File: src/rtl/mem_port_arbiter.sv
// Arbitrates the single synchronous memory port between fetch, data and stack
// requesters; owns the stack pointer and tags one-cycle-late read data to its owner.
module mem_port_arbiter #(
   parameter int              AW       = 10,
   parameter int              DW       = 16,
   parameter logic [AW-1:0]   SP_INIT  = 10'h3FF,
   parameter logic [AW-1:0]   SP_LIMIT = 10'h380,
   parameter int              MAX_WAIT = 3
) (
   input  logic          clk,
   input  logic          reset,
   input  logic          fetch_req,
   input  logic [AW-1:0] fetch_addr,
   output logic          fetch_gnt,
   output logic          fetch_valid,
   input  logic          data_req,
   input  logic          data_we,
   input  logic [AW-1:0] data_addr,
   input  logic [DW-1:0] data_wdata,
   output logic          data_gnt,
   output logic          data_valid,
   input  logic          psh,
   input  logic          pop,
   input  logic [DW-1:0] stk_wdata,
   output logic          stk_gnt,
   output logic          stk_valid,
   output logic          stk_err,
   output logic [AW-1:0] SP,
   output logic [DW-1:0] rdata,
   output logic          mem_en,
   output logic          mem_we,
   output logic [AW-1:0] mem_addr,
   output logic [DW-1:0] mem_wdata,
   input  logic [DW-1:0] mem_rdata
);

   localparam int            WCW      = $clog2(MAX_WAIT + 1);
   localparam logic [WCW-1:0] WAIT_MAX = WCW'(MAX_WAIT);
   localparam logic [AW-1:0] SP_FULL  = SP_LIMIT - 1'b1;

   // owner_q names who receives the read data returning this cycle
   typedef enum logic [1:0] {OWN_NONE, OWN_FETCH, OWN_DATA, OWN_STK} owner_t;

   owner_t         owner_q, owner_d;
   logic [AW-1:0]  sp_q, sp_d;
   logic [WCW-1:0] wait_q, wait_d;
   logic           err_q, err_d;
   logic           push_ok, pop_ok;

   always_ff @(posedge clk) begin
      if (!reset) begin
         owner_q <= OWN_NONE;
         sp_q    <= SP_INIT;
         wait_q  <= '0;
         err_q   <= 1'b0;
      end else begin
         owner_q <= owner_d;
         sp_q    <= sp_d;
         wait_q  <= wait_d;
         err_q   <= err_d;
      end
   end

   always_comb begin
      fetch_gnt = 1'b0;
      data_gnt  = 1'b0;
      stk_gnt   = 1'b0;
      mem_en    = 1'b0;
      mem_we    = 1'b0;
      mem_addr  = '0;
      mem_wdata = '0;
      owner_d   = OWN_NONE;
      sp_d      = sp_q;
      wait_d    = '0;
      err_d     = 1'b0;
      push_ok   = psh & ~pop & (sp_q != SP_FULL);
      pop_ok    = pop & ~psh & (sp_q != SP_INIT);
      if (reset) begin
         if (fetch_req && wait_q == WAIT_MAX) begin
            fetch_gnt = 1'b1;
         end else if (push_ok) begin
            stk_gnt   = 1'b1;
            mem_en    = 1'b1;
            mem_we    = 1'b1;
            mem_addr  = sp_q;
            mem_wdata = stk_wdata;
            sp_d      = sp_q - 1'b1;
         end else if (pop_ok) begin
            stk_gnt  = 1'b1;
            mem_en   = 1'b1;
            mem_addr = sp_q + 1'b1;
            sp_d     = sp_q + 1'b1;
            owner_d  = OWN_STK;
         end else if (data_req) begin
            data_gnt  = 1'b1;
            mem_en    = 1'b1;
            mem_we    = data_we;
            mem_addr  = data_addr;
            mem_wdata = data_wdata;
            owner_d   = data_we ? OWN_NONE : OWN_DATA;
         end else if (fetch_req) begin
            fetch_gnt = 1'b1;
         end
         if (fetch_gnt) begin
            mem_en   = 1'b1;
            mem_addr = fetch_addr;
            owner_d  = OWN_FETCH;
         end
         // a legal stack op merely preempted by a forced fetch is not an error
         err_d = (psh | pop) & ~(push_ok | pop_ok);
         if (fetch_req && !fetch_gnt)
            wait_d = (wait_q == WAIT_MAX) ? wait_q : wait_q + 1'b1;
      end
   end

   // gating with reset drops a pending valid in the cycle reset goes low
   assign fetch_valid = reset & (owner_q == OWN_FETCH);
   assign data_valid  = reset & (owner_q == OWN_DATA);
   assign stk_valid   = reset & (owner_q == OWN_STK);
   assign stk_err     = reset & err_q;
   assign SP          = sp_q;
   assign rdata       = mem_rdata;

endmodule

File: config.mk
export PLATFORM = sky130hd
export DESIGN_NAME = mem_port_arbiter
export DESIGN_NICKNAME = d
export VERILOG_FILES = /design/src/rtl/mem_port_arbiter.sv
export SDC_FILE = /design/constraint.sdc
export NUM_CORES = 1
export LEC_CHECK = 0
export CORE_ASPECT_RATIO = 1.2
export CORE_MARGIN = 2
export CORE_UTILIZATION = 32
export DETAILED_ROUTE_END_ITERATION = 8
export GPL_ROUTABILITY_DRIVEN = 0
export PLACE_DENSITY = 0.87
export SETUP_SLACK_MARGIN = 0.05
export SLEW_MARGIN = 20
export SYNTH_ARGS = -nofsm -noshare
export SYNTH_HDL_FRONTEND = slang
export SYNTH_SLANG_ARGS = --single-unit
File: constraint.sdc
create_clock -name clk -period 2.3 [get_ports clk]
set_input_delay 0.575 -clock clk [delete_from_list [all_inputs] [get_ports clk]]
set_output_delay 0.575 -clock clk [all_outputs]
set_load 0.02 [all_outputs]
Word level (Yosys, flattened, before mapping)
Index checks and enable logic that the tools add are counted.
{"block": "word_totals", "ff_bits": 15}
{"block": "op_classes", "add_sub_neg": 3, "n_eq_ne": 6, "n_bitwise": 16, "n_reduce_logical": 7, "n_mux": 45}
{"cell": "$mux 10", "n": 8}
{"cell": "$mux 16", "n": 5}
{"cell": "$mux 1", "n": 29}
{"cell": "$ne 10x10->1 const B", "n": 2}
{"cell": "$add 10x1->10 const B", "n": 1}
{"cell": "$sub 10x1->10 const B", "n": 1}
{"cell": "$and 1x1->1", "n": 9}
{"cell": "$eq 2x2->1 const B", "n": 3}
{"cell": "$mux 2", "n": 3}
{"cell": "$not 1->1", "n": 5}
{"cell": "$reduce_and 2->1", "n": 2}
{"cell": "$reduce_or 4->1", "n": 1}
{"cell": "$add 2x1->2 const B", "n": 1}
{"cell": "$eq 2x1->1 const B", "n": 1}
{"cell": "$logic_and 1x1->1", "n": 2}
{"cell": "$or 1x1->1", "n": 2}
{"cell": "$reduce_bool 2->1", "n": 1}
{"cell": "$logic_not 1->1", "n": 1}

Longest topological paths before layout
Gate-level depths: netlist (run 1).
{"block": "depth", "ltp_word": 10, "ltp_mapped": 8, "ltp_nobuf": 7}

Worst setup path after synthesis (run 1)
No wires, ideal clock.
{"block": "synth_path", "path_kind": "register -> output", "start": "register sp_q[1] (netlist: SP[1])", "end": "output mem_addr[5]", "path_slack_ps": -512, "required_time_ps": 1725, "arrival_ps": 2237, "path_stages_with_launch": 7, "path_cell_list": "dfxtp_1 -> ha_1 -> nand4_4 -> nor4_1 -> nor3_1 -> nor2_1 -> a22o_1"}
{"block": "synth_between", "elab_chain_cells": 8, "word_cells_on_any_way": 14, "classes_between": "add/sub: 1; eq/ne: 2; mux: 9; bitwise: 2"}
{"item": "start: declaration", "line": "45", "rtl": "logic [AW-1:0] sp_q, sp_d;"}
{"item": "start signal: assignment", "line": "58", "rtl": "sp_q <= sp_d;"}
{"item": "branches (longest 6 deep; another with $add 10x1->10)"}
{"item": "$mux 10 *", "line": "104", "rtl": "if (fetch_gnt) begin"}
{"item": "$mux 10 *", "line": "78", "rtl": "if (reset) begin"}
{"item": "end: declaration", "line": "32", "rtl": "output logic [AW-1:0] mem_addr,"}
Every way passes the cells marked *. The select of a mux whose other input is x is not followed.

Final worst setup path (run 1)
Ends and elaborated chain as after synthesis.

==> run summary, run 1 <==
Synth async-reset ratio - 0
Worst-Skew Late Latency - 0.26 ns
Die Ht - 89.0 um
Number of remaining DRC errors - 0
Status - finished, violations left
Syn Nets - 337
Largest net degree at the start of global routing - 17
Crit-path max cell delay - 0.36 ns
Fill cells - 417
GRT Total Usage - 0.262
Grt ovf - 0
Adder-cell share of the synthesized area - 0.0195
Crit Path Max Fanout - 4
H-tree level count - 1
CTS max path bufs - 2
TritonCTS clock tree - yes
Vias in the first global route - 2,837
CTS buffer count - 3
Setup TNS - -11.27 ns
Post-route ant nets - 0
Std cell rows - 30
Fin crit period - 2.75 ns
Clk_skew - 0.00111 ns
Maximum clock rate - 0.363 GHz
Netlist cell types - 60
Part of the Yosys area used for sequential elements - 0.156
Leakage - 1.83 nW
Initial cell density of the core - 0.336
CP endpoint kind - primary output
Worst VDD drop - 454 uV
Failing checks - negative setup slack
Hold crit path type - register to register
Post-Syn Area per Cell - 7.44 sq um
Main combinational cell family by area after synthesis - compound AO/OA/AOI/OAI gates
CTS Root Cell - clkbuf_8
Simple-gate portion of the synthesized area - 0.293
Cell mode on critical path - buf_6
DR vias - 2,855
Fin crit share - 1.20
Final #Nets - 512
WP data arrival - 2.18 ns
Post-synth EDFFs - 0
First-pass GRT wire length - 13.5 mm
CTS Hold Buffers Added - 0
Max cap viols - 0
Synth Area in Compound Gates - 0.355
Die area - 6660 sq um
Total wire length - 9.01 mm
Startpoint types - register
Die width - 74.9 um
Slew @ Worst Pin - 0.343 ns
Worst EP required - 1.73 ns
Final Slew Violations - 0
Max_slew headroom - 0.771
Placement-stage worst setup slack - -1.13 ns
N_diodes - 0
Power per cell area - 725 nW/um^2
I/O pin count - 136
Yosys Warn Count - 0
Share of layout cells above drive strength 1 - 0.508
Final WS setup - -0.453 ns
Clock Sinks - 15
Clock-pin slew on the worst setup and hold paths - 0.07 ns
Initial DRT Pass Iterations - 4
Setup violators final - 30
Routed length per instance - 17.6 um
Unrepaired setup endpoints after global routing - yes
Post-Synthesis Cell Area - 1930 sq um
CP Cell Sequence - ha_4 -> nand4_4 -> buf_6 -> o31ai_4 -> buf_6 -> buf_6 -> o21ai_1 -> o21ai_2 -> a22o_1 -> buf_6
Vias per inst - 5.57
Initial antenna violation count - 0
Post-DP HPWL - 6.77 mm
Syn-to-layout area delta - 117%
FF+latch count, synth - 15
Critical path class - register to primary output
Core Util, Final - 0.729
Synth Flop Type - dfxtp_1
Worst path slowest cell - dfxtp_4
Starting DRT DRC Count - 163
Synth Area in XOR/XNOR - 0.0136
Synth Instances - 259
Post-route cell area - 4180 sq um
Mux share of post-synthesis cell area - 0.0227
Area after DPL - 3760 sq um
Core ar. - 5740 sq um
IO buf count - 103
Final Hold Viols - 0
## worst max-delay path: cells and delay by family, from the launching register on
kind / cells / cell delay, ns
simple gates: 1 / 0.12
compound gates: 4 / 0.72
flops: 1 / 0.36
buf+inv: 4 / 0.55
fa+ha+maj: 1 / 0.14
## layer usage
layer,global-route usage,part of all wire
met3,0.0440,0.097
met4,0.107,0.043
met2,0.512,0.53
met1,0.268,0.34
met5,0,0
## cell usage after synthesis (all sizes together), types with 3 or more instances
| cell | number | area [sq um] |
|---|---|---|
| o211ai | 5 | 37.5 |
| nand2b | 6 | 37.5 |
| ha | 3 | 37.5 |
| o32ai | 4 | 35.0 |
| nand3 | 13 | 77.6 |
| o31ai | 7 | 71.3 |
| a31oi | 6 | 67.6 |
| mux2 | 3 | 33.8 |
| o21ai | 16 | 83.8 |
| inv | 8 | 30.0 |
| clkbuf | 7 | 27.5 |
| buf | 29 | 213 |
| nor2 | 17 | 82.6 |
| xnor2 | 3 | 26.3 |
| nor3 | 8 | 40.0 |
| dfxtp | 15 | 300 |
| a21oi | 16 | 80.1 |
| or3 | 9 | 61.3 |
| a22o | 17 | 149 |
| nand2 | 30 | 113 |
| and4 | 3 | 28.8 |
## layout by cell type (no fill, tap or decap), types with 5 or more instances in the layout
cell type        synthesis  final
buf_4                   17     89
clkdlybuf4s50_1          0     63
buf_6                    4     41
nand2_1                 30     24
nand3_1                 12     12
nor2_1                  15     11
a22o_4                   0     10
a21oi_1                 16      9
o21ai_0                 15      9
dfxtp_2                  0      8
inv_1                    8      8
or3_1                    8      8
a22o_1                  17      7
nor3_1                   8      6
nor2_4                   0      5
o211ai_1                 5      5
dfxtp_1                 15      5
buf_12                   0      5
## repair_timing
item	in CTS	in global routing
endpoints found under the hold margin	0	0
gates resized for setup	237	32
pin swaps	20	20
buffers inserted	11	9
setup endpoints to repair	45	38
gates cloned	1	0
## per-stage QoR
step / hold slack [ns] / total power, mW / instances
final: 0.440 / 3.03 / 513
after floorplan: 0.403 / 1.51 / 259
after CTS: 0.430 / 2.82 / 505
after detailed placement: 0.418 / 2.42 / 489
after global routing: 0.459 / 3.19 / 513
after global placement: 0.413 / 2.37 / 489
## final timing paths
path	startpoint	to	slack (ns)	cells past startpoint
hold reg to reg	wait_q[0]	wait_q[0]	0.44	1
setup / recovery	SP[1]	mem_addr[5]	-0.45	10
setup reg to reg	SP[1]	SP[5]	0.04	10
hold / removal	wait_q[0]	wait_q[0]	0.44	1
## area by class of cell
cell class / count / area, sq um / share of cell area
multi-input combinational: 200 / 1770 / 0.424
tap: 80 / 100 / 0.0239
timing repair buffer: 206 / 1920 / 0.458
clock buffer: 4 / 45.0 / 0.0108
inverter: 8 / 30.0 / 0.00718
sequential: 15 / 318 / 0.0760
## flip-flops by register name, indices dropped and copies added, names as in the netlist
signal,count
SP,10
owner_q,2
wait_q,2
err_q,1
## power by group
group,switching (mW),internal [mW],total (mW)
logic,1.19,1.23,2.42
registers,0.0539,0.324,0.378
clock network,0.110,0.124,0.233
total,1.35,1.68,3.03
## logic make-up after synthesis
group	after synthesis
simple gates	100
compound gates	90
buf+inv	44
flops	15
mux	4
xor+xnor	3
fa+ha+maj	3
Power figures use the tool's default switching activity.
==> run 2: changes to the inputs <==
Settings changed: SLEW_MARGIN 20 to 30.
==> results of run 2 <==
Same layout as run 1: the final DEF is identical, and so are final timing and power.
